[config.mk]
export PLATFORM = sky130hd
export DESIGN_NAME = subtractor16_brent_kung_pipe
export DESIGN_NICKNAME = d
export VERILOG_FILES = /design/src/rtl/subtractor16_brent_kung_pipe_pkg.sv /design/src/rtl/subtractor16_brent_kung_pipe_bk_gp_node.sv /design/src/rtl/subtractor16_brent_kung_pipe.sv
export SDC_FILE = /design/constraint.sdc
export NUM_CORES = 1
export LEC_CHECK = 0
export ABC_AREA = 1
export BUFFER_PORTS_ARGS = -buffer_cell sky130_fd_sc_hd__buf_2
export CAP_MARGIN = 30
export CORE_UTILIZATION = 55
export CTS_BUF_LIST = sky130_fd_sc_hd__clkbuf_16
export DETAILED_ROUTE_END_ITERATION = 8
export PLACE_DENSITY_LB_ADDON = 0.1
export RECOVER_POWER = 25
export SLEW_MARGIN = 20
export SYNTH_ARGS = -nofsm -noshare
export SYNTH_HDL_FRONTEND = slang
export SYNTH_HIERARCHICAL = 1
export SYNTH_SLANG_ARGS = --single-unit
[constraint.sdc]
create_clock -name clk -period 10.2 [get_ports clk]
set_clock_uncertainty 0.1 [all_clocks]
set_input_delay 2.04 -clock clk [delete_from_list [all_inputs] [get_ports clk]]
set_output_delay 2.04 -clock clk [all_outputs]
set_load 0.05 [all_outputs]
[src/rtl/subtractor16_brent_kung_pipe_pkg.sv]
// Shared arithmetic package for the Brent-Kung adder/subtractor family.
// Holds the datapath width, prefix depth and the generate/propagate pair type.
package subtractor16_brent_kung_pipe_pkg;

   localparam int N            = 16;
   localparam int PREFIX_DEPTH = 4;

   typedef struct packed {
      logic g;
      logic p;
   } gp_pair_t;

endpackage

[src/rtl/subtractor16_brent_kung_pipe_bk_gp_node.sv]
// Brent-Kung prefix operator cell: combines a high and a low group.
// Ports: hi_i (upper group g/p), lo_i (lower group g/p), gp_o (merged group).
module bk_gp_node
   import subtractor16_brent_kung_pipe_pkg::*;
(
   input  gp_pair_t hi_i,
   input  gp_pair_t lo_i,
   output gp_pair_t gp_o
);

   assign gp_o.g = hi_i.g | (hi_i.p & lo_i.g);
   assign gp_o.p = hi_i.p & lo_i.p;

endmodule

[src/rtl/subtractor16_brent_kung_pipe.sv]
// 3-stage pipelined 16-bit subtractor (Z = X - Y - BorrowIn), Brent-Kung borrow tree.
// Ports: clk/reset; iValid/oReady in; iX/iY/iBorrowIn; oValid/iReady out;
//        oZ difference; oBorrowOut, oOverflow, oZero flags.
module subtractor16_brent_kung_pipe #(
   parameter int N = 16
) (
   input  logic         clk,
   input  logic         reset,
   input  logic         iValid,
   output logic         oReady,
   input  logic [N-1:0] iX,
   input  logic [N-1:0] iY,
   input  logic         iBorrowIn,
   output logic         oValid,
   input  logic         iReady,
   output logic [N-1:0] oZ,
   output logic         oBorrowOut,
   output logic         oOverflow,
   output logic         oZero
);

   import subtractor16_brent_kung_pipe_pkg::*;

   // ---------------- handshake / stage enables ----------------
   logic en1, en2, en3;
   logic v1_q, v2_q, v3_q;
   logic v1_d, v2_d, v3_d;

   always_comb begin
      en3    = ~v3_q | iReady;
      en2    = ~v2_q | en3;
      en1    = ~v1_q | en2;
      oReady = en1 & ~reset;
      v1_d   = iValid & oReady;
      v2_d   = v1_q;
      v3_d   = v2_q;
   end

   always_ff @(posedge clk or posedge reset) begin
      if (reset) begin
         v1_q <= 1'b0;
         v2_q <= 1'b0;
         v3_q <= 1'b0;
      end else begin
         if (en1) v1_q <= v1_d;
         if (en2) v2_q <= v2_d;
         if (en3) v3_q <= v3_d;
      end
   end

   // ---------------- S1: operands, Y inverted, c0 = ~borrow ----------------
   logic [N-1:0] x1_q, ny1_q;
   logic [N-1:0] ny1_d;
   logic         c01_q, c01_d;

   assign ny1_d = ~iY;
   assign c01_d = ~iBorrowIn;

   always_ff @(posedge clk or posedge reset) begin
      if (reset) begin
         x1_q  <= '0;
         ny1_q <= '0;
         c01_q <= 1'b0;
      end else if (en1) begin
         x1_q  <= iX;
         ny1_q <= ny1_d;
         c01_q <= c01_d;
      end
   end

   // ---------------- S1 -> S2: bit g/p, up-sweep spans 2 and 4 ----------------
   gp_pair_t [N-1:0] l0, l1, l2;

   always_comb begin
      for (int i = 0; i < N; i++) begin
         l0[i].g = x1_q[i] & ny1_q[i];
         l0[i].p = x1_q[i] ^ ny1_q[i];
      end
   end

   for (genvar i = 0; i < N; i++) begin : g_l1
      if (i % 2 == 1) begin : g_node
         bk_gp_node u_node (.hi_i(l0[i]), .lo_i(l0[i-1]), .gp_o(l1[i]));
      end else begin : g_pass
         assign l1[i] = l0[i];
      end
   end

   for (genvar i = 0; i < N; i++) begin : g_l2
      if (i % 4 == 3) begin : g_node
         bk_gp_node u_node (.hi_i(l1[i]), .lo_i(l1[i-2]), .gp_o(l2[i]));
      end else begin : g_pass
         assign l2[i] = l1[i];
      end
   end

   // ---------------- S2: partial prefix, raw p, c0 ----------------
   gp_pair_t [N-1:0] gp2_q;
   logic     [N-1:0] p2_q, p2_d;
   logic             c02_q;

   always_comb begin
      for (int i = 0; i < N; i++) p2_d[i] = l0[i].p;
   end

   always_ff @(posedge clk or posedge reset) begin
      if (reset) begin
         gp2_q <= '0;
         p2_q  <= '0;
         c02_q <= 1'b0;
      end else if (en2) begin
         gp2_q <= l2;
         p2_q  <= p2_d;
         c02_q <= c01_q;
      end
   end

   // ---------------- S2 -> S3: up-sweep spans 8/16, then inverse tree ----------------
   gp_pair_t [N-1:0] l3, l4, l5, l6, l7;

   for (genvar i = 0; i < N; i++) begin : g_l3
      if (i % 8 == 7) begin : g_node
         bk_gp_node u_node (.hi_i(gp2_q[i]), .lo_i(gp2_q[i-4]), .gp_o(l3[i]));
      end else begin : g_pass
         assign l3[i] = gp2_q[i];
      end
   end

   for (genvar i = 0; i < N; i++) begin : g_l4
      if (i % 16 == 15) begin : g_node
         bk_gp_node u_node (.hi_i(l3[i]), .lo_i(l3[i-8]), .gp_o(l4[i]));
      end else begin : g_pass
         assign l4[i] = l3[i];
      end
   end

   // Inverse tree fills positions not finished by the up-sweep: 11, then 5/9/13, then evens.
   for (genvar i = 0; i < N; i++) begin : g_l5
      if ((i % 8 == 3) && (i >= 8)) begin : g_node
         bk_gp_node u_node (.hi_i(l4[i]), .lo_i(l4[i-4]), .gp_o(l5[i]));
      end else begin : g_pass
         assign l5[i] = l4[i];
      end
   end

   for (genvar i = 0; i < N; i++) begin : g_l6
      if ((i % 4 == 1) && (i >= 4)) begin : g_node
         bk_gp_node u_node (.hi_i(l5[i]), .lo_i(l5[i-2]), .gp_o(l6[i]));
      end else begin : g_pass
         assign l6[i] = l5[i];
      end
   end

   for (genvar i = 0; i < N; i++) begin : g_l7
      if ((i % 2 == 0) && (i >= 2)) begin : g_node
         bk_gp_node u_node (.hi_i(l6[i]), .lo_i(l6[i-1]), .gp_o(l7[i]));
      end else begin : g_pass
         assign l7[i] = l6[i];
      end
   end

   // l7[i] now spans [i:0]; c0 acts as the group below bit 0.
   logic [N:0]   c;
   logic [N-1:0] z3_d;
   logic         b3_d, o3_d, zr3_d;

   always_comb begin
      c[0] = c02_q;
      for (int i = 0; i < N; i++) begin
         c[i+1] = l7[i].g | (l7[i].p & c02_q);
      end
      z3_d  = p2_q ^ c[N-1:0];
      b3_d  = ~c[N];
      // Same as (X15 != Y15) & (Z15 != X15) for the X + ~Y + c0 form.
      o3_d  = c[N] ^ c[N-1];
      zr3_d = ~|z3_d;
   end

   // ---------------- S3: result and flags ----------------
   logic [N-1:0] z3_q;
   logic         b3_q, o3_q, zr3_q;

   always_ff @(posedge clk or posedge reset) begin
      if (reset) begin
         z3_q  <= '0;
         b3_q  <= 1'b0;
         o3_q  <= 1'b0;
         zr3_q <= 1'b0;
      end else if (en3) begin
         z3_q  <= z3_d;
         b3_q  <= b3_d;
         o3_q  <= o3_d;
         zr3_q <= zr3_d;
      end
   end

   assign oValid     = v3_q;
   assign oZ         = z3_q;
   assign oBorrowOut = b3_q;
   assign oOverflow  = o3_q;
   assign oZero      = zr3_q;

endmodule
==> metrics <==
startpoint type of the worst setup path=primary input; maximum level of the CTS H-tree=3; Tcrit/Tclk final=62.29%; failing checks=capacitance limit, slew limit; Worst Path Class, Setup=in -> out; Highest Clock Rate=157.4 MHz; Leak Pwr=between 3 and 4 nW; global route hottest layer=met1; maximum clock insertion buffer count=2; source-to-sink clock delay at the later pin of the worst-skew pair=0.34 ns; count of routing violations after the opening detailed-route iteration=212; Final Hold Vio Count=0; Tmin final=between 6 and 7 ns; distinct cell type count of the synthesized netlist=21; Fin Setup TNS=0 ns; standard-cell row count=33; initial antenna violation count=0; post-synthesis instance area=around 4700 um^2; DIE WIDTH=around 95 um; detailed-router iteration count before antenna repair=5; setup violators final=0; DRT Wirelength=about 9000 um; total global-route track usage=22.23%; number of hold buffers added after CTS=0; average footprint of a synthesized cell=8.055 um^2; Layout Cells excl Fill=752; maximum fanout along the worst path=52; number of buffers created by CTS=9; max-cap check violation count=1; library cell used as clock root buffer=sky130_fd_sc_hd__clkbuf_16; Total Nets Final=696; final weighted congestion in routability-driven placement=0.7726; Placement Cell Area=5071 um^2; fraction of layout instances using a drive strength above 1=14.22%; total vias in the final route=~3.6k; count of instances resized after the clock tree is built=0; unrepaired setup endpoints after global routing=false; initial core utilization=57.17%; status=complete, but fails checks; Final Slew Violations=30; Die Ht=94.88 um; sequential share of the synthesized area=about half; die outline area=9002 um^2; Clock Sinks=96; post-detailed-placement half-perimeter wirelength=between 6000 and 7000 um; Peak VDD IR=0.1036 mV; first-pass GRT wire length=15300 um; worst hold margin=0.3755 ns; count of buffers from port buffering=57; kind of end point of the critical path=output port; number of global-route vias before repair=3246; Hold Path Depth=2; Post-Place Cells=735; Detail Route Antenna Nets=0; Worst Hold Class=reg -> reg; power per unit of standard cell area=197.1 nW/um^2; global-route track usage on met3=4.670%; antenna cell count=0; Global Route met1 Usage=34.94%; count of boundary I/O pins=58; Synth Instances=589; logic depth of the worst register-to-register path=6; count of buffers added by post-CTS timing repair for setup=0; crit path DAT=4.21 ns; synthesis-to-layout area growth=13.74%; Required @ worst endpoint=just over 8 ns; Worst Max-Slew Pin Slew=1.691 ns; drc violations=0; final-layout fill cell count=716; clock transition time at the flip-flop clock pins of the worst setup and hold paths=0.07 ns; GRT met2 Usage=30.34%; Seq cells post-synth=96; Syn Nets=between 600 and 700; number of warnings printed during yosys synthesis=6; routed wirelength normalized by instance count=11.80 um; drt via density=between 4 and 5; Slew Limit Headroom=-12.73%; Congestion Overflow GR=0; core area=8299 um^2; total non-filler cell area in the finished layout=5396 um^2; pin count of the biggest net entering global routing=73; TritonCTS clock tree=done
## cell type report
class | count | area [um^2] | share of cell area, %
Clock buffer | 9 | 225.2 | 4.173
Clock inverter | 7 | 86.33 | 1.600
Sequential cell | 96 | 2402 | 44.52
Multi-Input combinational cell | 388 | 1907 | 35.34
Timing Repair Buffer | 60 | 316.6 | 5.866
Inverter | 87 | 327.8 | 6.075
Tap cell | 105 | 131.4 | 2.434
## kinds of logic (layout without fill, tap and decap cells)
family                     count (synthesis)  after routing  synth area share [%]
buffers and inverters                    105            163                 9.124
AOI/OAI and AO/OA                         53             53                 5.907
xor gates and xnor gates                   1              1                0.1846
DFF                                       96             96                 50.63
adders and majority gates                 17             17                 4.483
and+or+nand+nor                          301            301                 24.84
muxes                                     16             16                 4.826
## Yosys cell counts, drive strengths merged
library cell / n / area [um^2]
ha: 17 / 212.7
clkinv: 1 / 3.750
xor2: 1 / 8.760
dfrtp: 96 / 2402
or2: 1 / 6.260
mux2: 16 / 229.0
a31oi: 12 / 75.07
inv: 86 / 322.8
a21oi: 19 / 95.09
nand3: 16 / 80.08
clkbuf: 5 / 18.77
nor2: 41 / 170.2
buf: 13 / 87.58
nand2: 243 / 922.1
o21ai: 22 / 110.1
## final timing paths
check / to / start / slack, ns
max: oReady / iReady / 3.85
min: oBorrowOut / oBorrowOut / 0.38
max reg2reg: gp2_q[3] / oValid / 7.33
min reg2reg: oBorrowOut / oBorrowOut / 0.38
max in group asynchronous: gp2_q[29] / reset / 6.15
min in group asynchronous: ny1_q[11] / reset / 1.79
## registers in the layout (all words and copies together) (netlist names)
name	count
gp2_q	24
p2_q	16
oOverflow	1
v2_q	1
x1_q	16
oZero	1
v1_q	1
c02_q	1
c01_q	1
oValid	1
oBorrowOut	1
ny1_q	16
oZ	16
## worst max-delay path, stage by stage
cell and delay, ns:
sky130_fd_sc_hd__buf_2 0.09, sky130_fd_sc_hd__inv_1 0.06, sky130_fd_sc_hd__nand2_1 0.54, sky130_fd_sc_hd__nor2_8 0.58, sky130_fd_sc_hd__nand2_4 0.44, sky130_fd_sc_hd__nand2_1 0.17, sky130_fd_sc_hd__inv_1 0.06, sky130_fd_sc_hd__buf_2 0.21
## through the flow
stage | total power [W] | setup WS [ns] | util (%)
floorplan | 0.0006568 | 3.488 | -
global placement | 0.0007111 | 4.226 | 61.10
detailed placement | 0.0007172 | 4.170 | 61.10
CTS | 0.001073 | 4.174 | 64.86
global route | 0.001125 | 3.589 | 65.02
finish | 0.001064 | 3.847 | 65.02
## report_power, final
| part | leakage [nW] | internal [W] | switching (W) | total [W] |
|---|---|---|---|---|
| Clock | 0.144 | 0.000212 | 0.000141 | 0.000354 |
| Sequential | 1.15 | 0.000430 | 0.0000317 | 0.000462 |
| Combinational | 1.88 | 0.0000742 | 0.000174 | 0.000248 |
| Total | 3.17 | 0.000717 | 0.000347 | 0.00106 |
## layer usage
metal,vias to the layer above,part of all wire [%]
met5,-,0
met4,0,1.2
met3,6,4.3
met2,89,41
met1,1589,54
li1,1909,-
## cell usage in the layout, fill, tap and decap left out
cell type,instances
sky130_fd_sc_hd__nor2_8,1
sky130_fd_sc_hd__nand2_4,1
sky130_fd_sc_hd__clkinvlp_4,2
sky130_fd_sc_hd__o21ai_0,22
sky130_fd_sc_hd__a21oi_1,19
sky130_fd_sc_hd__a31oi_1,12
sky130_fd_sc_hd__ha_1,17
sky130_fd_sc_hd__or2_2,1
sky130_fd_sc_hd__nand3_1,16
sky130_fd_sc_hd__mux2_4,13
sky130_fd_sc_hd__clkbuf_1,1
sky130_fd_sc_hd__inv_1,84
sky130_fd_sc_hd__clkinvlp_2,1
sky130_fd_sc_hd__xor2_1,1
sky130_fd_sc_hd__buf_4,1
sky130_fd_sc_hd__clkbuf_16,9
sky130_fd_sc_hd__bufinv_16,2
sky130_fd_sc_hd__buf_12,1
sky130_fd_sc_hd__nor2_1,40
sky130_fd_sc_hd__mux2_2,3
sky130_fd_sc_hd__buf_2,57
sky130_fd_sc_hd__clkinv_1,5
sky130_fd_sc_hd__nand2_1,242
sky130_fd_sc_hd__dfrtp_1,96
Power figures use the tool's default switching activity.
